`src/rtl/pl_intr_timer.sv`:
```
// Memory-mapped periodic/one-shot interrupt timer: queues up to 3 pending requests, intr = pend != 0.
// Events land PERIOD+1 cycles after the enable write; intr is registered; rdata is combinational from addr.
module pl_intr_timer #(
   parameter int unsigned        CNT_W      = 16,
   parameter logic [CNT_W-1:0]   DEF_PERIOD = CNT_W'(99)
) (
   input  logic        clk,
   input  logic        rst,
   input  logic        we,
   input  logic [1:0]  addr,
   input  logic [31:0] wdata,
   output logic [31:0] rdata,
   input  logic        inta,
   output logic        intr
);

   localparam logic [1:0] S_IDLE = 2'd0;
   localparam logic [1:0] S_RUN  = 2'd1;
   localparam logic [1:0] S_HOLD = 2'd2;

   logic [1:0]       state_q, state_d;
   logic [CNT_W-1:0] count_q, count_d;
   logic [CNT_W-1:0] period_q, period_d;
   logic             en_q, en_d;
   logic             auto_q, auto_d;
   logic [1:0]       pend_q, pend_d;
   logic             ovr_q, ovr_d;
   logic             intr_q, intr_d;

   logic ev, dec, ctrl_wr, per_wr, stat_wr;
   logic unused_wdata;

   assign unused_wdata = ^wdata;
   assign ctrl_wr = we && (addr == 2'd0);
   assign per_wr  = we && (addr == 2'd1);
   assign stat_wr = we && (addr == 2'd3);
   assign ev      = (state_q == S_RUN) && (count_q == '0);
   assign dec     = inta && (pend_q != 2'd0);

   always_comb begin
      state_d  = state_q;
      count_d  = count_q;
      period_d = period_q;
      en_d     = en_q;
      auto_d   = auto_q;

      if (ev) begin
         if (auto_q) count_d = period_q;
         else        state_d = S_HOLD;
      end else if (state_q == S_RUN) begin
         count_d = count_q - CNT_W'(1);
      end

      // The expiry above has already been counted; the CTRL write then overrides the state.
      if (ctrl_wr) begin
         en_d   = wdata[0];
         auto_d = wdata[1];
         if (!wdata[0]) begin
            state_d = S_IDLE;
            count_d = count_q;
         end else if (state_q != S_RUN) begin
            state_d = S_RUN;
            count_d = period_q;
         end
      end

      if (per_wr) period_d = wdata[CNT_W-1:0];
   end

   always_comb begin
      pend_d = pend_q;
      ovr_d  = ovr_q;
      if (stat_wr && wdata[4]) ovr_d = 1'b0;
      if (ev && !dec) begin
         if (pend_q == 2'd3) ovr_d = 1'b1;
         else                pend_d = pend_q + 2'd1;
      end else if (dec && !ev) begin
         pend_d = pend_q - 2'd1;
      end
      intr_d = (pend_d != 2'd0);
   end

   always_ff @(posedge clk) begin
      if (rst) begin
         state_q  <= S_IDLE;
         count_q  <= '0;
         period_q <= DEF_PERIOD;
         en_q     <= 1'b0;
         auto_q   <= 1'b0;
         pend_q   <= 2'd0;
         ovr_q    <= 1'b0;
         intr_q   <= 1'b0;
      end else begin
         state_q  <= state_d;
         count_q  <= count_d;
         period_q <= period_d;
         en_q     <= en_d;
         auto_q   <= auto_d;
         pend_q   <= pend_d;
         ovr_q    <= ovr_d;
         intr_q   <= intr_d;
      end
   end

   always_comb begin
      rdata = '0;
      case (addr)
         2'd0: rdata[1:0] = {auto_q, en_q};
         2'd1: rdata[CNT_W-1:0] = period_q;
         2'd2: rdata[CNT_W-1:0] = count_q;
         default: begin
            rdata[1:0] = pend_q;
            rdata[4]   = ovr_q;
         end
      endcase
   end

   assign intr = intr_q;

endmodule

```
`config.mk`:
```
export PLATFORM = sky130hd
export DESIGN_NAME = pl_intr_timer
export DESIGN_NICKNAME = d
export VERILOG_FILES = /design/src/rtl/pl_intr_timer.sv
export SDC_FILE = /design/constraint.sdc
export NUM_CORES = 1
export LEC_CHECK = 0
export ABC_AREA = 1
export BUFFER_PORTS_ARGS = -buffer_cell sky130_fd_sc_hd__buf_2
export CAP_MARGIN = 20
export CORE_ASPECT_RATIO = 0.7
export CORE_UTILIZATION = 56
export CTS_BUF_LIST = sky130_fd_sc_hd__clkbuf_4 sky130_fd_sc_hd__clkbuf_8
export CTS_CLUSTER_SIZE = 16
export DETAILED_ROUTE_END_ITERATION = 12
export HOLD_SLACK_MARGIN = 0.12
export PLACE_DENSITY = 0.83
export SLEW_MARGIN = 30
export SYNTH_ARGS = -nofsm -noshare
export SYNTH_HDL_FRONTEND = slang
export SYNTH_SLANG_ARGS = --single-unit
```
`constraint.sdc`:
```
create_clock -name clk -period 1.9 [get_ports clk]
set_clock_uncertainty 0.15 [all_clocks]
set_input_delay 0.38 -clock clk [delete_from_list [all_inputs] [get_ports clk]]
set_output_delay 0.38 -clock clk [all_outputs]
set_load 0.02 [all_outputs]
```
Yosys cells after proc, flatten, opt, wreduce, memory -nomap -nowiden
Cells that the tools add are included.
{"block": "word_totals", "input_bits": 38, "register_bits": 40}
{"block": "op_classes", "eq_ne": 7, "add_sub_neg": 3, "reduce_logical": 14, "n_mux": 21}
{"operator": "$mux W16", "count": 6}
{"operator": "$pmux W11 S2", "count": 1}
{"operator": "$logic_not A16 Y1", "count": 1}
{"operator": "$mux W2", "count": 8}
{"operator": "$sub A16 B1 Y16 const B", "count": 1}
{"operator": "$logic_and A1 B1 Y1", "count": 8}
{"operator": "$eq A2 B2 Y1 const B", "count": 3}
{"operator": "$pmux W2 S3", "count": 1}
{"operator": "$eq A2 B1 Y1 const B", "count": 2}
{"operator": "$pmux W2 S2", "count": 1}
{"operator": "$reduce_bool A2 Y1", "count": 2}
{"operator": "$mux W1", "count": 3}
{"operator": "$pmux W1 S3", "count": 1}
{"operator": "$add A2 B1 Y2 const B", "count": 1}
{"operator": "$logic_not A1 Y1", "count": 2}
{"operator": "$logic_not A2 Y1", "count": 1}
{"operator": "$ne A2 B1 Y1 const B", "count": 1}
{"operator": "$ne A2 B2 Y1 const B", "count": 1}
{"operator": "$sub A2 B1 Y2 const B", "count": 1}

Longest topological paths before layout
{"block": "depth", "word_depth": 7, "mapped_depth": 11, "mapped_depth_nobuf": 11}

Least setup slack after synthesis
No wires, ideal clock.
{"block": "synth_path", "path_type": "input-to-output", "start": "input port addr[1]", "end": "output port rdata[11]", "arrival_ns": 1.434, "path_stages": 6, "path_slack_ns": -0.064, "path_buffers": 2, "cell_sequence": "inv_1 > ha_1 > buf_2 > clkbuf_1 > nand2_1 > a21oi_1"}
{"block": "synth_via", "elab_chain_len": 2}
{"item": "start: declaration", "line": "10", "text": "input logic [1:0] addr,"}
{"item": "$eq A2 B2 Y1 or $eq A2 B1 Y1 (tied branches)", "line": "107", "text": "case (addr)"}
{"item": "$pmux W11 S2 *", "line": "107"}
{"item": "end: declaration", "line": "12", "text": "output logic [31:0] rdata,"}
Every way passes the cells marked *; elsewhere a longest branch is shown, timed or not.

Worst setup path in the final report
{"block": "layout_path", "start": "register count_q[0]", "end": "register count_q[0]"}
{"block": "layout_via", "elab_chain_len": 6}
{"item": "start: declaration", "line": "22", "text": "logic [CNT_W-1:0] count_q, count_d;"}
{"item": "start signal: assignment", "line": "95", "text": "count_q <= count_d;"}
{"item": "$sub A16 B1 Y16 or $logic_not A16 Y1 (tied branches)", "line": "51, 37"}
{"item": "$mux W16 or $logic_and A1 B1 Y1 (tied branches)", "line": "50, 37"}
{"item": "$mux W16 *", "line": "47", "text": "if (ev) begin"}
{"item": "$mux W16", "line": "61", "text": "end else if (state_q != S_RUN) begin"}
{"item": "$mux W16", "line": "58", "text": "if (!wdata[0]) begin"}
{"item": "$mux W16 *", "line": "55", "text": "if (ctrl_wr) begin"}
Every way passes the cells marked *; elsewhere a longest branch is shown, timed or not. The select of a mux whose other input is x is not followed.
A chain may end at the register's enable or synchronous reset.

==> flow_metrics.py <==
metrics = {
    "status": {
        "outcome": "finished with violations",
        "violations": "setup timing",
    },
    "timing": {
        "post-route-period-util_pct": 102,
        "fmax_mhz": 518,
        "final.setup.tns_ns": -0.0520,
        "slew-limit-headroom_pct": 65.2,
        "slew_viol_final": 0,
        "setup_slack_ns": -0.0308,
        "rsz0062_at_grt": "yes",
        "setup_violations": 2,
        "tightest_slew_ns": 0.520,
        "period_needed_ns": 1.93,
        "hold_violations": 0,
    },
    "global_routing": {
        "grt_max_degree": 24,
        "antenna_found_initial": 0,
        "grt_overflow_total": 0,
        "grt_first_pass_wirelength_mm": 12.4,
        "grt_use_total_pct": 30.7,
        "grt_pass1_vias": 2651,
    },
    "cts": {
        "cts_buffers": 5,
        "ctsHoldBuffers": 0,
        "root_buffer": "clkbuf_8",
        "clock_sinks": 40,
        "cts_buffer_depth": 2,
        "cts_tree": "done",
        "path_clk_slew_ns": 0.08,
        "clock_latency_ns": 0.30,
        "cts_max_level": 2,
    },
    "die": {
        "dieArea_um2": 5380,
        "die_h_um": 61.7,
        "io_pins": 71,
        "start_util_pct": 59.0,
        "fp-row-count": 21,
        "die_x_um": 87.3,
        "core_um2": 4830,
    },
    "detailed_routing": {
        "drt-total-wl_mm": 9.38,
        "wl_per_cell_um": 16.1,
        "via_per_inst": 5.73,
        "drtPass1Iterations": 7,
        "ant_nets": 0,
        "dr_total_vias": 3330,
        "drc_errors": 0,
        "drtIter0Drc": 380,
    },
    "pwr": {
        "clkPwrFrac_pct": 24.5,
        "p_switching_mw": 0.983,
        "power_frac_comb_pct": 36.8,
        "p_per_area_nw_per_um2": 693,
        "switching_share_pct": 39.0,
        "power_leakage_nw": 1.78,
        "p_int_mw": 1.54,
        "seqPwrFrac_pct": 38.8,
        "ir_drop_mv": 0.567,
    },
    "critical_path": {
        "critPathMaxFanout": 7,
        "worstSetupStartpointType": "flip-flop",
        "max_stage_delay_ns": 0.35,
        "reg2reg_depth": 10,
        "crit_path_frequent_cell": "buf_4",
        "worstPathCellList": "inv_2 > buf_4 > ha_1 > nand2_2 > nor2_4 > nand3_4 > buf_4 > o31ai_1 > nand2_1 > a21oi_1",
        "cp.depth": 10,
        "critical_path.slowest_cell": "dfxtp_2",
        "crit_family": "simple AND/OR/NAND/NOR gates",
        "cp-end-kind": "flip-flop",
        "cp.arrival_ns": 1.99,
        "path_class": "reg2reg",
        "required_ns": 1.96,
        "worst-path-buf-inv": 3,
    },
    "yosys": {
        "syn_inst": 437,
        "syn_area_um2": 2850,
        "ys_seq_area_share_pct": 28.1,
        "yosys_warnings": 0,
        "ys_ff_latch": 40,
        "synth_cell_type_count": 37,
        "syn_area_per_cell_um2": 6.52,
    },
    "layout": {
        "final_cell_mix": "nand2_1, buf_4, nor2_1, inv_1, dfxtp_1",
        "layout-drive-gt1-share_pct": 30.7,
        "area_growth_pct": 27.8,
        "final_cells": 581,
        "n_antenna_cell": 0,
        "final_nets": 558,
        "final_common_cell": "nand2_1",
        "fillers": 334,
    },
    "placed_design": {
        "hpwl_mm": 6.13,
        "port_buffers": 38,
        "dp.cells": 563,
        "gp_congestion": 0.920,
    },
    "job": {
        "drv_cap": 0,
    },
    "min_path": {
        "hold_depth": 3,
        "hold_class": "in2reg",
    },
}
[state kept, by name, indices dropped and copies added (netlist names)]
name,count
count_q,16
period_q,16
pend_q,2
state_q,2
auto_q,1
en_q,1
intr,1
ovr_q,1
[routing by layer]
layer / global-route usage (%) / up-vias / part of all wire, %
met5: 0 / - / 0
met4: 11.7 / 0 / 4.2
met3: 7.00 / 66 / 13
met2: 46.9 / 277 / 43
met1: 43.0 / 1471 / 39
li1: - / 1516 / -
[final timing paths]
check / to / slack, ns / from
max: count_q[0] / -0.03 / count_q[0]
min: period_q[6] / 0.12 / wdata[6]
max reg2reg: count_q[0] / -0.03 / count_q[0]
min reg2reg: ovr_q / 0.34 / ovr_q
[power groups by stage]
| stage | clock network (mW) | logic [mW] | registers [mW] |
|---|---|---|---|
| floorplan | 0 | 0.583 | 0.990 |
| global placement | 0 | 0.784 | 0.987 |
| detailed placement | 0 | 0.813 | 0.989 |
| CTS | 0.614 | 0.824 | 0.970 |
| global route | 0.663 | 0.997 | 0.985 |
| finish | 0.617 | 0.928 | 0.979 |
[tightest hold or removal path, cell delays in order]
cell and delay [ns]:
buf_2 0.07, nand2_1 0.04, nand3_1 0.05
[cell type report]
class	count	area (um2)	area share (%)
clock buffers	6	82.6	2.27
multi-input cells	327	1820	49.9
clock inverters	2	15.0	0.412
flip-flops and latches	40	803	22.0
repair buffers	82	627	17.2
inverters	55	210	5.77
well taps	69	86.3	2.37
[cell families after synthesis]
group                      count (synthesis)  synth area share, %
AOI/OAI and AO/OA                         77                 15.1
adders and majority gates                  9                 3.95
and+or+nand+nor                          217                 36.0
buffers and inverters                     86                 14.5
other                                      1                0.132
DFF                                       40                 28.1
xor gates and xnor gates                   7                 2.15
[metrics by stage]
step / total power, mW / area [um2] / setup WS (ns) / hold WS (ns) / utilization (%)
3_3_place_gp: 1.77 / 3330 / -0.105 / 0.314 / 68.9
3_5_place_dp: 1.80 / 3330 / -0.148 / 0.309 / 68.9
2_1_floorplan: 1.57 / 2950 / -0.0439 / 0.294 / -
6_report: 2.52 / 3640 / -0.0308 / 0.125 / 75.4
5_1_grt: 2.65 / 3640 / -0.0991 / 0.135 / 75.4
4_1_cts: 2.41 / 3450 / -0.00603 / 0.127 / 71.3
[repair_timing]
action,in CTS,in global routing
pin swaps,0,6
resized for setup,9,36
buffers inserted,0,9
setup endpoints to repair,11,22
gates cloned,0,1
[cells in the mapped netlist, drive strengths merged]
master / number / area (um2)
ha: 9 / 113
a221oi: 2 / 17.5
dfxtp: 40 / 801
nand2: 113 / 457
clkbuf: 7 / 26.3
or2: 1 / 6.26
nand3: 36 / 213
a21o: 1 / 7.51
nand4: 7 / 58.8
a211oi: 1 / 7.51
nor2: 56 / 262
xor2: 7 / 61.3
buf: 24 / 181
inv: 55 / 206
a21oi: 39 / 199
o31ai: 2 / 15.0
o21ai: 29 / 156
nor3: 4 / 31.3
o211ai: 3 / 27.5
conb: 1 / 3.75
No activity file was read; power rests on OpenSTA's default activity.
